File: config.mk
export PLATFORM = sky130hd
export DESIGN_NAME = amba3_axi_slave_wr_engine
export DESIGN_NICKNAME = d
export VERILOG_FILES = /design/src/rtl/amba3_axi_slave_wr_engine.sv
export SDC_FILE = /design/constraint.sdc
export NUM_CORES = 1
export LEC_CHECK = 0
export BUFFER_PORTS_ARGS = -buffer_cell sky130_fd_sc_hd__buf_2
export CORE_ASPECT_RATIO = 1.1
export CORE_MARGIN = 8
export CORE_UTILIZATION = 45
export DETAILED_ROUTE_END_ITERATION = 8
export MAX_ROUTING_LAYER = met4
export PLACE_DENSITY_LB_ADDON = 0.2
export SYNTH_ARGS = -nofsm -noshare
export SYNTH_HDL_FRONTEND = slang
export SYNTH_SLANG_ARGS = --single-unit
File: constraint.sdc
create_clock -name aclk -period 13.9 [get_ports aclk]
set_clock_uncertainty 0.1 [all_clocks]
set_input_delay 2.78 -clock aclk [delete_from_list [all_inputs] [get_ports aclk]]
set_output_delay 2.78 -clock aclk [all_outputs]
set_load 0.02 [all_outputs]
File: src/rtl/amba3_axi_slave_wr_engine.sv
// AXI3 slave write-channel engine: accepts one AW burst at a time and turns
// each W beat into a byte-addressed, lane-masked memory write, then answers on B.
module amba3_axi_slave_wr_engine #(
  parameter int TXID_SIZE = 4,
  parameter int ADDR_SIZE = 32,
  parameter int DATA_SIZE = 128,
  parameter int STRB_SIZE = DATA_SIZE / 8
) (
  input  logic                 aclk,
  input  logic                 areset_n,
  input  logic [TXID_SIZE-1:0] awid,
  input  logic [ADDR_SIZE-1:0] awaddr,
  input  logic [3:0]           awlen,
  input  logic [2:0]           awsize,
  input  logic [1:0]           awburst,
  input  logic                 awvalid,
  output logic                 awready,
  input  logic [TXID_SIZE-1:0] wid,
  input  logic [DATA_SIZE-1:0] wdata,
  input  logic [STRB_SIZE-1:0] wstrb,
  input  logic                 wlast,
  input  logic                 wvalid,
  output logic                 wready,
  output logic [TXID_SIZE-1:0] bid,
  output logic [1:0]           bresp,
  output logic                 bvalid,
  input  logic                 bready,
  output logic                 mem_we,
  output logic [ADDR_SIZE-1:0] mem_addr,
  output logic [DATA_SIZE-1:0] mem_wdata,
  output logic [STRB_SIZE-1:0] mem_wstrb
);

  localparam int          LANE_W   = $clog2(STRB_SIZE);
  localparam logic [2:0]  MAX_SIZE = 3'(LANE_W);
  localparam logic [1:0]  BURST_FIXED = 2'd0;
  localparam logic [1:0]  BURST_INCR  = 2'd1;
  localparam logic [1:0]  BURST_WRAP  = 2'd2;

  typedef enum logic [1:0] {IDLE, DATA, RESP} state_t;

  state_t                 state_q, state_d;
  logic                   awready_q, awready_d;
  logic                   wready_q, wready_d;
  logic                   bvalid_q, bvalid_d;
  logic [TXID_SIZE-1:0]   bid_q, bid_d;
  logic [1:0]             bresp_q, bresp_d;
  logic [TXID_SIZE-1:0]   id_q, id_d;
  logic [ADDR_SIZE-1:0]   addr_q, addr_d;
  logic [3:0]             len_q, len_d;
  logic [2:0]             size_q, size_d;
  logic [1:0]             burst_q, burst_d;
  logic [3:0]             cnt_q, cnt_d;
  logic                   err_q, err_d;

  logic [ADDR_SIZE-1:0]   size_bytes, aligned, incr_next;
  logic [ADDR_SIZE-1:0]   wbytes, wrap_base, wrap_off, wrap_next;
  logic [ADDR_SIZE-1:0]   aw_size_bytes;
  logic [8:0]             lane_lo, lane_hi;
  logic [STRB_SIZE-1:0]   lane_mask;
  logic                   beat, final_beat, beat_err, cfg_err;

  always_comb begin
    size_bytes = ADDR_SIZE'(1) << size_q;
    aligned    = addr_q & ~(size_bytes - ADDR_SIZE'(1));
    incr_next  = aligned + size_bytes;
    wbytes     = (ADDR_SIZE'(len_q) + ADDR_SIZE'(1)) << size_q;
    wrap_base  = addr_q & ~(wbytes - ADDR_SIZE'(1));
    wrap_off   = aligned + size_bytes - wrap_base;
    wrap_next  = wrap_base + ((wrap_off >= wbytes) ? (wrap_off - wbytes) : wrap_off);

    // Lanes run from the (possibly unaligned) address up to the end of its aligned beat
    lane_lo = 9'(addr_q[LANE_W-1:0]);
    lane_hi = 9'(aligned[LANE_W-1:0]) + (9'd1 << size_q) - 9'd1;
    for (int i = 0; i < STRB_SIZE; i++)
      lane_mask[i] = (9'(i) >= lane_lo) && (9'(i) <= lane_hi);

    aw_size_bytes = ADDR_SIZE'(1) << awsize;
    cfg_err = (awsize > MAX_SIZE) || (awburst == 2'd3) ||
              ((awburst == BURST_WRAP) &&
               (!(awlen == 4'd1 || awlen == 4'd3 || awlen == 4'd7 || awlen == 4'd15) ||
                ((awaddr & (aw_size_bytes - ADDR_SIZE'(1))) != '0)));

    beat       = wvalid & wready_q;
    final_beat = (cnt_q == len_q);
    beat_err   = (wlast != final_beat) || (wid != id_q);
  end

  always_comb begin
    state_d   = state_q;
    awready_d = awready_q;
    wready_d  = wready_q;
    bvalid_d  = bvalid_q;
    bid_d     = bid_q;
    bresp_d   = bresp_q;
    id_d      = id_q;
    addr_d    = addr_q;
    len_d     = len_q;
    size_d    = size_q;
    burst_d   = burst_q;
    cnt_d     = cnt_q;
    err_d     = err_q;
    case (state_q)
      IDLE: begin
        if (awvalid && awready_q) begin
          id_d      = awid;
          addr_d    = awaddr;
          len_d     = awlen;
          size_d    = awsize;
          burst_d   = awburst;
          cnt_d     = '0;
          err_d     = cfg_err;
          awready_d = 1'b0;
          wready_d  = 1'b1;
          state_d   = DATA;
        end
      end
      DATA: begin
        if (beat) begin
          cnt_d = cnt_q + 4'd1;
          err_d = err_q | beat_err;
          case (burst_q)
            BURST_INCR: addr_d = incr_next;
            BURST_WRAP: addr_d = wrap_next;
            default:    addr_d = addr_q;
          endcase
          if (final_beat) begin
            wready_d = 1'b0;
            bvalid_d = 1'b1;
            bid_d    = id_q;
            bresp_d  = (err_q | beat_err) ? 2'b10 : 2'b00;
            state_d  = RESP;
          end
        end
      end
      RESP: begin
        if (bready) begin
          bvalid_d  = 1'b0;
          awready_d = 1'b1;
          state_d   = IDLE;
        end
      end
      default: state_d = IDLE;
    endcase
  end

  always_ff @(posedge aclk or negedge areset_n) begin
    if (!areset_n) begin
      state_q   <= IDLE;
      awready_q <= 1'b1;
      wready_q  <= 1'b0;
      bvalid_q  <= 1'b0;
      bid_q     <= '0;
      bresp_q   <= 2'b00;
      id_q      <= '0;
      addr_q    <= '0;
      len_q     <= '0;
      size_q    <= '0;
      burst_q   <= BURST_FIXED;
      cnt_q     <= '0;
      err_q     <= 1'b0;
    end else begin
      state_q   <= state_d;
      awready_q <= awready_d;
      wready_q  <= wready_d;
      bvalid_q  <= bvalid_d;
      bid_q     <= bid_d;
      bresp_q   <= bresp_d;
      id_q      <= id_d;
      addr_q    <= addr_d;
      len_q     <= len_d;
      size_q    <= size_d;
      burst_q   <= burst_d;
      cnt_q     <= cnt_d;
      err_q     <= err_d;
    end
  end

  assign awready   = awready_q;
  assign wready    = wready_q;
  assign bvalid    = bvalid_q;
  assign bid       = bid_q;
  assign bresp     = bresp_q;
  assign mem_we    = beat;
  assign mem_addr  = addr_q;
  assign mem_wdata = wdata;
  assign mem_wstrb = wstrb & lane_mask;

endmodule

; After elaboration in Yosys (flattened, before gate mapping)
; Index checks and enable logic that the tools add are counted.
[totals]
register_bits = 61
out_inout_bits = 186
word_cells = 153
inputBits = 199
[op_classes]
n_eq_ne = 18
add_sub_neg = 11
n_shift = 4
order_cmp = 33
n_reduce_logical = 38
mux = 28
n_bitwise = 8
[ops]
columns = operator, count
row1 = 32-bit one-hot mux with 2 select lines, 2
row2 = 32-bit bitwise AND, 3
row3 = 32-bit 2-to-1 mux, 3
row4 = "32-bit by 1-bit subtractor with 32-bit output, second input constant", 3
row5 = "4-bit by 9-bit less-or-equal comparator with 1-bit output, first input constant", 8
row6 = 32-bit adder, 2
row7 = 32-bit NOT, 2
row8 = "1-bit by 3-bit << shifter with 32-bit output, first input constant", 2
row9 = 32-bit subtractor, 2
row10 = "3-bit by 9-bit less-or-equal comparator with 1-bit output, first input constant", 4
row11 = 32-bit greater-or-equal comparator, 1
row12 = 32-bit nonzero test, 1
row13 = 5-bit by 3-bit << shifter with 32-bit output, 1
row14 = "4-bit greater-or-equal comparator, first input constant", 7
row15 = "1-bit by 9-bit less-or-equal comparator with 1-bit output, first input constant", 2
row16 = "2-bit by 9-bit less-or-equal comparator with 1-bit output, first input constant", 2
row17 = 1-bit logical AND, 17
row18 = 16-bit bitwise AND, 1
row19 = "3-bit by 4-bit greater-or-equal comparator with 1-bit output, first input constant", 4
row20 = 4-bit AND reduction, 4
row21 = 1-bit 2-to-1 mux, 10
row22 = 2-bit 2-to-1 mux, 5
row23 = 4-bit by 9-bit adder with 9-bit output, 1
row24 = 3-bit AND reduction, 3
row25 = other kinds (29), 50

; Longest topological paths before layout
; Gate-level depths: netlist of the first run.
[depth]
ltp_word = 12
ltp_mapped = 52
depth_no_buf = 48

; Worst setup path after synthesis of the first run
; No wires, ideal clock.
[synth_timing]
kind = reg-to-reg
start = register size_q[2]
end = register addr_q[31] (netlist: mem_addr[31])
required_time_ps = 13699
n_path_buf = 5
arrival_time_ps = 9743
stages_incl_launch_ff = 52
synth_period_minus_slack_ps = 9944
path_slack_ps = 3956
cell_sequence = dfrtp_1 > buf_2 > buf_2 > inv_1 > clkbuf_1 > nor2_1 > nand2_1 > ha_1 > nand2_1 > nor2_1 > ha_1 > and2_1 > ha_1 > or2_1 > or3_1 > and3b_1 > clkbuf_1 > and4_1 > [16 not listed] > a21boi_1 > ha_1 > a21o_1 > a21o_1 > a2111oi_0 > o31ai_1 > a21oi_1 > o21ai_0 > a211oi_1 > o31ai_1 > a211oi_1 > nor2_1 > o21a_1 > nor2_1 > xor3_1 > nand4_1 > or3_1 > o311ai_2
[synth_via]
elab_chain_cells = 12
[synth_rtl]
columns = element, line_no
row1 = start: declaration, 51  ; logic [2:0] size_q, size_d;
row2 = start signal: assignment, 172  ; size_q <= size_d;
row3 = 1-bit by 3-bit << shifter with 32-bit output, 64  ; size_bytes = ADDR_SIZE'(1) << size_q;
row4 = 32-bit by 1-bit subtractor with 32-bit output, 65  ; aligned = addr_q & ~(size_bytes - ADDR_SIZE'(1));
row5 = 32-bit NOT, 65
row6 = 32-bit bitwise AND, 65
row7 = 32-bit adder, "66, 69"
row8 = 32-bit subtractor, 69  ; wrap_off = aligned + size_bytes - wrap_base;
row9 = 32-bit subtractor or 32-bit greater-or-equal comparator (tied branches), 70  ; wrap_next = wrap_base + ((wrap_off >= wbytes) ? (wrap_off - wbytes) : wrap_off);
row10 = 32-bit 2-to-1 mux, 70
row11 = 32-bit adder, 70
row12 = 32-bit one-hot mux with 2 select lines (*), 122  ; case (burst_q)
row13 = 32-bit 2-to-1 mux (*), 119  ; if (beat) begin
row14 = 32-bit one-hot mux with 2 select lines (*), 103  ; case (state_q)
row15 = end signal: assignment, 170  ; addr_q <= addr_d;
row16 = end: declaration, 49  ; logic [ADDR_SIZE-1:0] addr_q, addr_d;
; Mark *: on every way between the ends. The rest lies on a longest branch, timed or not. The select of a mux whose other input is x is not followed.
; A chain may end at the register's enable or synchronous reset.

; Worst setup path after layout of the first run
; Ends and elaborated chain as after synthesis.

==> results.yml, run 1 <==
clocking:
  cts_made_buffers: 9
  cts_setup_buffers: 0
  cts_tree: "yes"
  htree_levels: 3
  clk_path_buf_depth: 2
  cts_resized: 0
  worstSkewPairLatency_ns: 0.35
  cts_hold_buf: 0
  clkSlewWorstSetupHoldPaths_ns: 0.06
  clock_sinks: 60
  ctsRootBufferMaster: "clkbuf_16"
power:
  p_sw_uw: 119
  p_comb_share_pct: 9.1
  p_leak_nw: 5.47
  p_int_uw: 334
  clockPowerShare_pct: 52.3
  ir_worst_vdd_mv: 0.0520
  swShare_pct: 26.2
  p_seq_share_pct: 38.6
  power_density_nw_per_um2: 39.5
finish:
  antenna_cells: 0
  areaGrowthSynthToFinish_pct: 1.47
  drive_above_1_share_pct: 13.8
  nFillCells: 2592
  layout_commonest_cell: "nand2_1"
  layout.nets: 1807
  layout.cells.non_filler: 1834
  final_cell_mix: "nand2_1 (178), buf_2 (127), nor2_1 (109), o21ai_0 (104), a21oi_1 (98)"
drt:
  num_vias: 11100
  ant_nets: 0
  dr_wl_met2_um: 18100
  drt_first_pass_iters: 5
  maxUsedRoutingLayer: "met4"
  drc: 0
  vias_per_cell: 6.04
  drtIter0Drc: 869
  wl_met3_um: 2320
  wl_per_cell_um: 20.9
  met1_length_um: 16600
  routed_wl_um: 38400
timing:
  max_slew_margin_pct: 22.8
  fin_crit_ns: 12.22
  setup_ws_ns: 1.68
  grt_setup_unrepaired: "false"
  tightest_slew_ns: 1.14
  fin_crit_sh_pct: 87.9
  maxSlewViolCount: 0
  setup_violations: 0
  final-hold-violation-count: 0
  fmax_mhz: 81.8
  final.setup.tns_ns: 0
setup_path:
  end_kind: "flop"
  cp-start-kind: "flop"
  path_buf_inv: 1
  worstPathMaxFanout: 32
  required_ns: 14.05
  critPathKind: "reg -> reg"
  r2r_cells: 44
  critPathMaxStageDelay_ns: 0.94
  critPathTopFamily: "compound AO/OA/AOI/OAI gates"
  crit_top_cell: "ha_1"
  critical_path_arrival_ns: 12.36
  cp.depth: 44
  cpMaxStageDelayCell: "dfrtp_1"
synthesis:
  ys_types: 103
  yosys_warnings: 0
  seq_area_frac_synth_pct: 13.3
  syn_inst: 1563
  synth_seq_cells: 60
  ys.flop_type: "dfrtp_1"
  synth-simple-area-share_pct: 26.0
  synth_edf_count: 0
  ys_async_sr_fraction_pct: 100
  synth_compound_area_share_pct: 23.7
  syn_area_sq_um: 11300
  synth_fa_ha_area_share_pct: 10.7
  synth_xor_xnor_area_share_pct: 9.95
  syn_nets: 1856
  synth_area_per_cell_sq_um: 7.24
  synth.mux.area_fraction_pct: 2.30
  synth_top_family_by_area: "simple AND/OR/NAND/NOR gates"
global_routing:
  grt_usage_pct: 25.3
  grt_max_degree: 61
  grt_pass1_wl_um: 60200
  antenna_found_initial: 0
  overflow: 0
  grt_pass1_vias: 10900
worst_hold_path:
  hold_class: "reg -> reg"
  hold_depth: 2
floorplan:
  dieWidth_um: 167
  start_util_pct: 45.2
  die-area_sq_um: 30500
  core_sq_um: 25000
  ioPinCount: 385
  dieHeight_um: 182
  num_rows: 61
outcome:
  outcome: "finished clean"
place:
  dp.cells: 1818
  place.port_buffers: 127
  place_ws_ns: 2.03
  gp_congestion: 0.949
  dp_hpwl_um: 30500
flow_run:
  cap_violations: 0
[per-layer routing]
metal  up-vias  track usage [%]
li1       5323                -
met1      5188             30.9
met2       457             41.6
met3       108             3.44
met4         0             10.8
met5         -                -
[per-stage QoR]
stage | total power, mW | instance area (sq um) | hold slack [ns] | utilization, %
after global placement | 0.219 | 11200 | 0.368 | 44.6
after global routing | 0.467 | 11500 | 0.416 | 45.9
final | 0.453 | 11500 | 0.391 | 45.9
after detailed placement | 0.220 | 11200 | 0.380 | 44.6
after floorplan | 0.249 | 11300 | 0.342 | -
after CTS | 0.458 | 11500 | 0.391 | 45.9
[sequential cells by signal, indices dropped and copies added (netlist names)]
register,count
bresp,1
size_q,3
bvalid,1
wready,1
bid,4
burst_q,2
cnt_q,4
len_q,4
err_q,1
awready,1
state_q,2
id_q,4
mem_addr,32
[logic make-up (layout without fill, tap and decap cells)]
logic type	Yosys count	after routing
muxes	24	24
other	1	1
xor gates and xnor gates	126	126
and+or+nand+nor	572	572
adders and majority gates	94	94
AOI/OAI and AO/OA	402	402
DFF	60	60
buffers and inverters	284	240
[worst paths after layout]
check	start	to	slack [ns]
max	size_q[2]$_DFFE_PN0P_	mem_addr[31]$_DFFE_PN0P_	1.68
min	err_q$_DFFE_PN0P_	err_q$_DFFE_PN0P_	0.39
max reg2reg	size_q[2]$_DFFE_PN0P_	mem_addr[31]$_DFFE_PN0P_	1.68
min reg2reg	err_q$_DFFE_PN0P_	err_q$_DFFE_PN0P_	0.39
max in group asynchronous	areset_n	mem_addr[21]$_DFFE_PN0P_	10.59
min in group asynchronous	areset_n	id_q[1]$_DFFE_PN0P_	2.54
[worst reg2reg max path: cells and delay by family, from the launching register on]
kind	cells	cell delay, ns
AND/OR/NAND/NOR	14	2.94
adder cells (fa/ha/maj)	5	1.44
flip-flops	1	0.94
XOR/XNOR	3	0.95
AO/OA/AOI/OAI	21	5.33
buffers and inverters	1	0.41
[final cells by class]
type	count	area [sq um]	area share, %
well taps	315	394	3.43
inverters	90	338	2.94
multi-input cells	1219	8250	71.9
clock inverters	5	61.3	0.534
flip-flops and latches	60	1500	13.1
clock buffers	11	243	2.11
repair buffers	134	688	5.99
[Yosys cell counts (all sizes together), types with 30 or more instances]
library cell | instances | area (sq um)
ha | 89 | 1110
clkbuf | 48 | 180
a21oi | 99 | 499
xnor2 | 67 | 594
dfrtp | 59 | 1480
nand3 | 47 | 235
buf | 146 | 1070
nand2 | 178 | 668
o21ai | 109 | 549
nand2b | 30 | 188
nor2 | 112 | 423
inv | 89 | 334
xor2 | 58 | 508
[power by group through the flow]
stage / registers [mW] / clock network (mW) / logic (mW)
4_1_cts: 0.175 / 0.241 / 0.0417
3_3_place_gp: 0.178 / 0 / 0.0410
3_5_place_dp: 0.178 / 0 / 0.0415
5_1_grt: 0.175 / 0.247 / 0.0449
6_report: 0.175 / 0.237 / 0.0414
2_1_floorplan: 0.178 / 0 / 0.0707
No activity file was read; power rests on OpenSTA's default activity.
==> run 2, diff against run 1 <==
CTS_BUF_LIST = sky130_fd_sc_hd__clkbuf_8   (was not set)
==> run 2 against run 1 <==
Effect of this change: cell area is 0.88% lower; total power shrank 14%; flip-flop and latch count is the same; critical path depth is the same; maximum frequency about the same; routed wire length fell by 0.23%; sequential power barely moved; register-to-register slack is essentially flat; final cell count stayed put; first-iteration DRC count up 9.6%; largest power group is now registers.
==> results.yml, run 2 (synthesis results as in run 1) <==
global_routing:
  grt_pass1_wl_um: 60100
  grt_max_degree: 61
  overflow: 0
  grt_pass1_vias: 10900
  antenna_found_initial: 0
  grt_usage_pct: 25.2
clocking:
  clk_path_buf_depth: 2
  cts_made_buffers: 9
  cts_resized: 0
  cts_hold_buf: 0
  ctsRootBufferMaster: "clkbuf_8"
  cts_tree: "yes"
  worstSkewPairLatency_ns: 0.37
  clock_sinks: 60
  clkSlewWorstSetupHoldPaths_ns: 0.09
  htree_levels: 3
  cts_setup_buffers: 0
finish:
  antenna_cells: 0
  final_cell_mix: "nand2_1 (178), buf_2 (127), nor2_1 (109), o21ai_0 (104), a21oi_1 (98)"
  multi_input_area_sq_um: 8250
  layout.nets: 1807
  seq_area_sq_um: 1500
  drive_above_1_share_pct: 13.8
  nFillCells: 2605
  largest_reg_flops: 32
  layout_commonest_cell: "nand2_1"
  layout.cells.non_filler: 1834
  areaGrowthSynthToFinish_pct: 0.575
  final_util_pct: 45.5
setup_path:
  crit_top_cell: "ha_1"
  critPathKind: "reg -> reg"
  critical_path_arrival_ns: 12.39
  required_ns: 14.07
  cpMaxStageDelayCell: "dfrtp_1"
  worstPathMaxFanout: 32
  critPathMaxStageDelay_ns: 0.94
  end_kind: "flop"
  cp-start-kind: "flop"
power:
  p_int_uw: 277
  ir_worst_vdd_mv: 0.0458
  p_seq_share_pct: 45.0
  p_leak_nw: 5.43
  clockPowerShare_pct: 44.4
  swShare_pct: 28.5
  p_sw_uw: 111
  p_comb_share_pct: 10.6
  power_density_nw_per_um2: 34.1
floorplan:
  dieHeight_um: 182
  start_util_pct: 45.2
  core_sq_um: 25000
  die-area_sq_um: 30500
  num_rows: 61
  dieWidth_um: 167
  ioPinCount: 385
timing:
  final.setup.tns_ns: 0
  final-hold-violation-count: 0
  max_slew_margin_pct: 21.7
  grt_setup_unrepaired: "false"
  fin_crit_sh_pct: 87.9
  maxSlewViolCount: 0
  fmax_mhz: 81.8
  setup_violations: 0
  fin_crit_ns: 12.22
  setup_ws_ns: 1.68
  tightest_slew_ns: 1.16
drt:
  routed_wl_um: 38300
  drt_first_pass_iters: 6
  vias_per_cell: 6.06
  wl_per_cell_um: 20.9
  drc: 0
  ant_nets: 0
  num_vias: 11100
  drtIter0Drc: 952
place:
  gp_congestion: 0.949
  dp_hpwl_um: 30500
  dp.cells: 1818
  place.port_buffers: 127
  place_ws_ns: 2.03
flow_run:
  cap_violations: 0
worst_hold_path:
  hold_class: "reg -> reg"
outcome:
  outcome: "finished clean"
-- run 2: final cells by class --
type / count / area share, %
repair buffers: 134 / 6.05
multi-input cells: 1219 / 72.5
well taps: 315 / 3.46
clock buffers: 10 / 1.21
clock inverters: 6 / 0.572
flip-flops and latches: 60 / 13.2
inverters: 90 / 2.97
-- run 2: worst max-delay path, delay by kind of cell, from the launching register on --
family | cells | cell delay (ns)
xor gates and xnor gates | 3 | 0.94
buffers and inverters | 1 | 0.40
DFF | 1 | 0.94
AOI/OAI and AO/OA | 21 | 5.34
and+or+nand+nor | 14 | 2.93
adders and majority gates | 5 | 1.45
-- run 2: metrics by stage --
stage                     hold slack, ns  area, sq um  total power, mW
after global routing               0.422        11400            0.401
after global placement             0.368        11200            0.219
after detailed placement           0.380        11200            0.220
after floorplan                    0.342        11300            0.249
after CTS                          0.395        11400            0.394
final                              0.394        11400            0.388
-- run 2: final timing paths --
kind | startpoint | end | slack (ns) | cells after the start
max | size_q[2]$_DFFE_PN0P_ | mem_addr[31]$_DFFE_PN0P_ | 1.68 | 44
min | err_q$_DFFE_PN0P_ | err_q$_DFFE_PN0P_ | 0.39 | 2
max reg2reg | size_q[2]$_DFFE_PN0P_ | mem_addr[31]$_DFFE_PN0P_ | 1.68 | 44
min reg2reg | err_q$_DFFE_PN0P_ | err_q$_DFFE_PN0P_ | 0.39 | 2
max in group asynchronous | areset_n | mem_addr[21]$_DFFE_PN0P_ | 10.63 | 2
min in group asynchronous | areset_n | id_q[1]$_DFFE_PN0P_ | 2.51 | 2
-- run 2: power by group through the flow --
stage / sequential, mW / clock, mW / combinational (mW)
after floorplan: 0.178 / 0 / 0.0707
after global placement: 0.178 / 0 / 0.0410
after detailed placement: 0.178 / 0 / 0.0415
after CTS: 0.175 / 0.177 / 0.0417
after global routing: 0.175 / 0.182 / 0.0448
final: 0.175 / 0.172 / 0.0412
-- run 2: metal layers --
layer	wire length (um)	track usage (%)	vias up
met5	0	-	-
met4	1210	9.54	0
met3	2440	3.22	97
met2	18100	41.8	494
met1	16500	30.9	5196
li1	-	-	5331
==> run 3, diff against run 2 <==
CELL_PAD_IN_SITES_DETAIL_PLACEMENT = 1   (was not set)
CELL_PAD_IN_SITES_GLOBAL_PLACEMENT = 2   (was not set)
CORE_UTILIZATION = 29   (was 45)
==> run 3 against run 2 <==
Effect of this change: routed wire length up 22%; non-clock buffer count up 8; setup slack worse by 0.41 ns; total power up 3.6%; global-route usage down 4.5 points; utilization down 15 points; flip-flop and latch count unchanged; critical path depth unchanged; clock-buffer cell count unchanged; critical endpoint unchanged; largest cell class unchanged.
==> results.yml, run 3 (synthesis results as in run 1) <==
power:
  clockPowerShare_pct: 46.2
  p_seq_share_pct: 43.4
  p_leak_nw: 5.47
  ir_worst_vdd_mv: 0.0303
  power_density_nw_per_um2: 34.4
  total_power_uw: 402
  swShare_pct: 30.5
  p_int_uw: 279
  p_sw_uw: 123
  p_comb_share_pct: 10.4
setup_path:
  cp-start-kind: "flop"
  worst_r2r_endpoint: "mem_addr[31]$_DFFE_PN0P_"
  regToRegSetupSlack_ns: 1.27
  worstSetupStartpoint: "size_q[2]$_DFFE_PN0P_"
  cp-endpoint: "mem_addr[31]$_DFFE_PN0P_"
  critical_path_arrival_ns: 12.83
  r2r_cells: 44
  critPathMaxStageDelay_ns: 0.81
  r2r-start: "size_q[2]$_DFFE_PN0P_"
  critPathKind: "reg -> reg"
  end_kind: "flop"
  required_ns: 14.11
  cpMaxStageDelayCell: "a2111oi_0"
  crit_top_cell: "ha_1"
  worstPathMaxFanout: 24
worst_hold_path:
  hold_class: "reg -> reg"
  hold_path.startpoint: "err_q$_DFFE_PN0P_"
finish:
  final_util_pct: 30.1
  largest_reg_flops: 32
  fin_area_sq_um: 11700
  layout.cells.non_filler: 2035
  areaGrowthSynthToFinish_pct: 3.27
  layout_commonest_cell: "nand2_1"
  final_cell_mix: "nand2_1 (178), buf_2 (127), nor2_1 (109), o21ai_0 (104), a21oi_1 (98)"
  layout.nets: 1815
  drive_above_1_share_pct: 14.3
timing:
  final.setup.tns_ns: 0
  tightest_slew_ns: 0.984
  fin_crit_ns: 12.63
  final-hold-violation-count: 0
  fmax_mhz: 79.2
  setup_violations: 0
  grt_setup_unrepaired: "false"
  hold_slack_ns: 0.395
  setup_ws_ns: 1.27
  fin_crit_sh_pct: 90.8
  maxSlewViolCount: 0
  max_slew_margin_pct: 34.0
floorplan:
  dieWidth_um: 204
  die-area_sq_um: 45600
  dieHeight_um: 223
  num_rows: 76
  start_util_pct: 29.2
  ioPinCount: 385
  core_sq_um: 38800
place:
  dp_hpwl_um: 37900
  placed_cell_area_sq_um: 11500
  place.port_buffers: 127
  gp_congestion: 0.921
  place_ws_ns: 1.44
  dp.cells: 2018
clocking:
  clkSlewWorstSetupHoldPaths_ns: 0.09
  cts_made_buffers: 9
  cts_tree: "yes"
  cts_hold_buf: 0
  htree_levels: 3
  worstSkewPairLatency_ns: 0.40
  clk_path_buf_depth: 2
  ctsRootBufferMaster: "clkbuf_8"
  clock_sinks: 60
  cts_resized: 0
  cts_setup_buffers: 0
global_routing:
  grtUsageMet1_pct: 25.2
  grt_usage_pct: 20.7
  grt_max_degree: 61
  grt_pass1_vias: 11700
  busiest_layer: "met2"
  overflow: 0
  grtUsageMet3_pct: 2.73
  antenna_found_initial: 2
  grt_use_met2_pct: 35.3
  grt_pass1_wl_um: 71400
drt:
  drt_first_pass_iters: 4
  wl_per_cell_um: 22.9
  routed_wl_um: 46700
  vias_per_cell: 5.48
  ant_nets: 0
  drtIter0Drc: 516
  num_vias: 11200
  drc: 0
outcome:
  outcome: "finished clean"
flow_run:
  cap_violations: 0
==> run 3: power groups by stage <==
stage               clock (mW)  combinational, mW  sequential (mW)
finish                   0.186             0.0417            0.175
global route             0.201             0.0462            0.175
CTS                      0.194             0.0427            0.175
detailed placement           0             0.0425            0.178
global placement             0             0.0420            0.178
floorplan                    0             0.0707            0.178
==> run 3: critical path, delay by kind of cell (launching register included) <==
family | cells | cell delay [ns]
AO/OA/AOI/OAI | 21 | 5.89
AND/OR/NAND/NOR | 14 | 3.21
adder cells (fa/ha/maj) | 5 | 1.48
XOR/XNOR | 3 | 1.02
flip-flops | 1 | 0.51
buffers and inverters | 1 | 0.34
==> run 3: final cells by class <==
class	instances	area [sq um]
diodes	1	2.50
clock buffers	10	138
clock inverters	6	70.1
fillers	4835	27100
inverters	90	338
multi-input cells	1219	8250
flip-flops and latches	60	1500
well taps	507	634
repair buffers	142	748
==> run 3: worst min-delay path by stage <==
stage                         end  slack [ns]  cells after the start
2_1_floorplan   err_q$_DFFE_PN0P_        0.34                      2
3_3_place_gp    err_q$_DFFE_PN0P_        0.37                      2
3_5_place_dp    err_q$_DFFE_PN0P_        0.38                      2
4_1_cts         err_q$_DFFE_PN0P_        0.40                      2
5_1_grt        wready$_DFFE_PN0P_        0.42                      1
6_report        err_q$_DFFE_PN0P_        0.39                      2
==> run 3: layer usage <==
layer	vias up	wire, um
met5	-	0
met4	0	1100
met3	55	1470
met2	261	22900
met1	5487	21200
li1	5347	-
